### src/rtl/pattern_sender.sv
// pattern_sender: valid/ready traffic source that emits framed packets of
// PKT_LEN beats. Packets rotate round-robin over NUM_CH channels. Each
// packet uses an incrementing or Galois-LFSR data pattern, chosen at its
// first beat. Valid is sticky: once raised, the beat holds with a stable
// payload until it is accepted.
//
// Ports:
//   clk          rising-edge clock for all logic
//   reset        synchronous, active-high reset
//   enable       permits launch of new beats
//   random_valid per-cycle launch request
//   mode         pattern select (0 = increment, 1 = LFSR), latched at packet start
//   ready_i      sink ready
//   valid_o      beat valid
//   data_o       beat payload (value of the current channel)
//   last_o       final beat of the packet
//   ch_o         channel of the current packet
//   pkt_cnt_o    completed-packet count, wraps at 2^16
module pattern_sender #(
   parameter int unsigned       DATA_W    = 8,
   parameter int unsigned       PKT_LEN   = 16,
   parameter int unsigned       NUM_CH    = 4,
   parameter logic [DATA_W-1:0] START_VAL = DATA_W'(1),
   parameter logic [DATA_W-1:0] LFSR_POLY = DATA_W'(8'hB8),
   // Derived channel index width; not meant to be overridden.
   parameter int unsigned       CH_W      = (NUM_CH > 1) ? $clog2(NUM_CH) : 1
) (
   input  logic              clk,
   input  logic              reset,
   input  logic              enable,
   input  logic              random_valid,
   input  logic              mode,
   input  logic              ready_i,
   output logic              valid_o,
   output logic [DATA_W-1:0] data_o,
   output logic              last_o,
   output logic [CH_W-1:0]   ch_o,
   output logic [15:0]       pkt_cnt_o
);

   localparam int unsigned       BEAT_W    = (PKT_LEN > 1) ? $clog2(PKT_LEN) : 1;
   localparam logic [BEAT_W-1:0] LAST_BEAT = BEAT_W'(PKT_LEN - 1);
   localparam logic [CH_W-1:0]   LAST_CH   = CH_W'(NUM_CH - 1);

   logic [DATA_W-1:0] val_q [NUM_CH];
   logic [BEAT_W-1:0] beat_q, beat_d;
   logic [CH_W-1:0]   ch_q, ch_d;
   logic              pmode_q, pmode_d;
   logic              valid_q, valid_d;
   logic [15:0]       pkt_cnt_q, pkt_cnt_d;

   logic [DATA_W-1:0] cur_val;
   logic [DATA_W-1:0] next_val;
   logic              handshake;
   logic              is_last;
   logic              launch_slot;
   logic              val_upd;

   assign cur_val     = val_q[ch_q];
   assign handshake   = valid_q & ready_i;
   assign is_last     = (beat_q == LAST_BEAT);
   // A new launch decision is taken only when no beat is pending or the
   // pending one is leaving this cycle; otherwise valid stays sticky.
   assign launch_slot = ~valid_q | handshake;

   // Pattern advance for the current channel, using the mode latched for
   // the packet in flight.
   always_comb begin
      next_val = cur_val + DATA_W'(1);
      if (pmode_q) begin
         if (cur_val == '0) begin
            // The all-zero state would lock the LFSR; kick it back to 1.
            next_val = DATA_W'(1);
         end else begin
            next_val = (cur_val >> 1) ^ (cur_val[0] ? LFSR_POLY : '0);
         end
      end
   end

   always_comb begin
      valid_d   = valid_q;
      beat_d    = beat_q;
      ch_d      = ch_q;
      pmode_d   = pmode_q;
      pkt_cnt_d = pkt_cnt_q;
      val_upd   = 1'b0;

      if (handshake) begin
         val_upd = 1'b1;
         if (is_last) begin
            beat_d    = '0;
            ch_d      = (ch_q == LAST_CH) ? '0 : ch_q + CH_W'(1);
            pkt_cnt_d = pkt_cnt_q + 16'd1;
         end else begin
            beat_d = beat_q + BEAT_W'(1);
         end
      end

      if (launch_slot) begin
         valid_d = enable & random_valid;
         // beat_d already reflects this cycle's handshake, so a launch that
         // follows a last beat picks up the mode for the new packet.
         if (enable && random_valid && (beat_d == '0)) begin
            pmode_d = mode;
         end
      end
   end

   always_ff @(posedge clk) begin
      if (reset) begin
         valid_q   <= 1'b0;
         beat_q    <= '0;
         ch_q      <= '0;
         pmode_q   <= 1'b0;
         pkt_cnt_q <= '0;
         for (int c = 0; c < int'(NUM_CH); c++) begin
            val_q[c] <= START_VAL;
         end
      end else begin
         valid_q   <= valid_d;
         beat_q    <= beat_d;
         ch_q      <= ch_d;
         pmode_q   <= pmode_d;
         pkt_cnt_q <= pkt_cnt_d;
         if (val_upd) begin
            val_q[ch_q] <= next_val;
         end
      end
   end

   assign valid_o   = valid_q;
   assign data_o    = cur_val;
   // Gated with valid so last reads 0 while idle and straight out of reset.
   assign last_o    = valid_q & is_last;
   assign ch_o      = ch_q;
   assign pkt_cnt_o = pkt_cnt_q;

endmodule
### config.mk
export PLATFORM = sky130hd
export DESIGN_NAME = pattern_sender
export DESIGN_NICKNAME = d
export VERILOG_FILES = /design/src/rtl/pattern_sender.sv
export SDC_FILE = /design/constraint.sdc
export NUM_CORES = 1
export LEC_CHECK = 0
export CAP_MARGIN = 20
export CORE_MARGIN = 2
export CORE_UTILIZATION = 35
export DETAILED_ROUTE_END_ITERATION = 8
export GPL_TIMING_DRIVEN = 0
export PLACE_DENSITY_LB_ADDON = 0.08
export SETUP_SLACK_MARGIN = 0.05
export SLEW_MARGIN = 20
export SYNTH_ARGS = -nofsm -noshare
export SYNTH_HDL_FRONTEND = slang
export SYNTH_SLANG_ARGS = --single-unit
### constraint.sdc
create_clock -name clk -period 7 [get_ports clk]
set_clock_uncertainty 0.05 [all_clocks]
set_input_delay 0.7 -clock clk [delete_from_list [all_inputs] [get_ports clk]]
set_output_delay 0.7 -clock clk [all_outputs]
set_load 0.01 [all_outputs]
==> metrics <==
initial core utilization 35.4%; Clk pwr share 37.7%; Layout area overhead 21.7%; syn_area_per_cell 10.8 µm²; port bufs 33; Post-synth EDFFs 32; cell taking the most area after synthesis edfxtp_1; Rows 33; worst slew pin tran 0.640 ns; # setup viols final 0; Design Area, Final 3490 µm²; Critical Path Start Type primary input; die width 94.5 µm; xor/xnor share of the synthesized area 6.11%; DR vias/cell 5.14; synthesized-area fraction occupied by adder cells 2.18%; Crit Path Max Fanout 9; Mapped Nets 277; status finished clean; Die ar. 8930 µm²; Sw Ratio 23.3%; fin nets 321; share of cells above drive strength 1 10.8%; worst vdd ir 0.0843 mV; sequential share of the synthesized area 51.7%; period utilization 43.5%; Wirelength per Cell 15.9 µm; largest net degree at the start of global routing 11; ANT nets after route 0; final wirelength 6680 µm; Comb pwr share 6.6%; critical path's largest stage delay 0.52 ns; Die Height 94.5 µm; P_sw 155 µW; Resize count post-CTS 0; hold path cells 2; FF-to-FF End val_q[2][4]$_SDFFCE_PN0P_; Cell Int Power 510 µW; hold slack 0.466 ns; Inserted Diodes 0; most frequent cells after synthesis nor2_1 (38), edfxtp_1 (32), dfxtp_1 (26), nand2_1 (21), a21oi_1 (13); initial antenna violation count 0; clock-pin transition on the worst setup and hold timing paths 0.06 ns; Crit. End Element flip-flop; sequential cell fraction of total power 55.8%; Synth Area in Compound Gates 8.78%; Synth cell types 48; top post-synthesis cells by area edfxtp_1 (34%), dfxtp_1 (18%), nor2_1 (5.0%); DP Area 3330 µm²; first-pass GRT wire length 10,800 µm; Max Fclk 0.328 GHz; Core Area 8090 µm²; Rel. slew slack 57.0%; Async SR Flop Fraction 0%; Crit path required time 6.91 ns; dpl hpwl 4510 µm; RSZ-0062 raised after global routing false; CTS sink count 58; aggregate global routing overflow 0; H-tree lvl count 3; Yosys Warn Count 0; Max-Cap Viols 0; most common cell in the netlist nor2_1; fin. max-slew vios 0; setup tns final 0 ns; total CTS buffers 9; Critical Path AT 2.96 ns; Period minus WS final 3.05 ns; Yosys top cell area share 33.5%; HP Class reg2reg; post-synthesis simple-gate area fraction 19.6%; Slowest-stage cell, CP clkdlybuf4s50_1; Post-CTS Setup Inserts 0; Leak 1.19 nW; Final Power 665 µW; hold-fix buffers at CTS 0; CTS tree built; detailed router's first-iteration violation count 60; most common flop cell mapped by yosys edfxtp_1; Worst Reg-to-Reg Cells 8; Syn Inst Count 266; GRT Total Usage 16.3%; via count 2,160; total I/O pin count 34; CTS root buf clkbuf_8; Util after Layout 43.1%; Hold Crit Start beat_q[1]$_SDFF_PP0_; FF+latch count, synth 58; main combinational cell family by area after synthesis simple AND/OR/NAND/NOR gates; PD cells 191 nW/µm²; mux cell area share after synthesis 7.90%; synthesized area 2870 µm²; Final Hold Viols 0; Register-to-Register Setup Slack 4.35 ns; Crit Path Category in2reg; vias in the first global route 2,079; Residual DRC 0; 1st-pass router iterations 7; clock buffer depth 2; clk_lat worst skew 0.33 ns; Final Wtd Congestion 0.719; Hold EP beat_q[1]$_SDFF_PP0_; critical path, cell by cell clkdlybuf4s50_1 > and2_1 > clkbuf_1 > nand2b_1 > or3_1 > clkbuf_1 > nand2b_1
[flip-flops by register name, summed over array words and instances, names as in the netlist, named ones only]
signal / cells
val_q: 32
valid_o: 1
ch_o: 2
pmode_q: 1
beat_q: 4
pkt_cnt_o: 16
[power groups by stage]
stage	clock network [mW]	registers [mW]	logic, mW
floorplan	0	0.377	0.0277
global placement	0	0.378	0.0445
detailed placement	0	0.378	0.0445
CTS	0.257	0.371	0.0447
global route	0.268	0.371	0.0488
finish	0.250	0.371	0.0437
[metal layers]
metal / track usage (%) / routed length [µm]
met1: 21.0 / 3020
met2: 27.2 / 3300
met3: 4.15 / 267
met4: 4.47 / 101
met5: 0 / 0
[worst max-delay path, delay by kind of cell]
kind,cells,cell delay (ns)
and+or+nand+nor,4,1.24
buffers and inverters,3,1.01
[worst max-delay path by stage]
stage / end / slack, ns / start
4_1_cts: val_q[0][5]$_SDFFCE_PN0P_ / 3.93 / ready_i
6_report: val_q[0][5]$_SDFFCE_PN0P_ / 3.95 / ready_i
3_5_place_dp: val_q[0][2]$_SDFFCE_PN0P_ / 3.58 / ready_i
3_3_place_gp: val_q[0][2]$_SDFFCE_PN0P_ / 3.59 / ready_i
2_1_floorplan: val_q[0][3]$_SDFFCE_PN0P_ / 4.66 / flip-flop
5_1_grt: val_q[0][5]$_SDFFCE_PN0P_ / 3.75 / ready_i
[stage by stage]
stage,worst slack [ns],cells
2_1_floorplan,4.66,266
3_3_place_gp,3.59,404
3_5_place_dp,3.58,404
4_1_cts,3.93,420
5_1_grt,3.75,420
6_report,3.95,420
[cell families (layout without fill, tap and decap cells)]
| kind of cell | count (synthesis) | after routing |
|---|---|---|
| xor gates and xnor gates | 20 | 20 |
| AOI/OAI and AO/OA | 38 | 38 |
| muxes | 11 | 11 |
| and+or+nand+nor | 112 | 112 |
| DFF | 58 | 58 |
| adders and majority gates | 5 | 5 |
| buffers and inverters | 22 | 71 |
[final cells by class]
type,instances,area (µm²)
clock inverters,5,22.5
flip-flops and latches,58,1480
well taps,105,131
clock buffers,11,131
repair buffers,33,330
fillers,821,4610
plain buffers,15,80.1
inverters,7,26.3
multi-input cells,186,1280
[cells in the final DEF (no fill, tap or decap), types with 2 or more instances in the layout]
cell type and n:
inv_1 7, nand3_1 11, clkinv_2 3, xnor2_1 10
a31o_2 2, edfxtp_1 32, a21oi_1 13, clkinv_1 2
clkbuf_2 2, nand4_1 5, a211oi_1 4, or3_1 4
xor2_1 10, and3_1 4, o21ai_0 8, clkbuf_8 9
buf_2 2, nor3_1 9, ha_1 5, clkbuf_1 9
dfxtp_1 26, mux4_2 4, buf_6 2, nand2b_1 7
mux4_1 4, and2_1 2, a21oi_2 2, nor2_1 38
nand2_1 21, o31a_1 2, clkdlybuf4s50_1 33, mux2i_1 2
No activity file was read; power rests on OpenSTA's default activity.
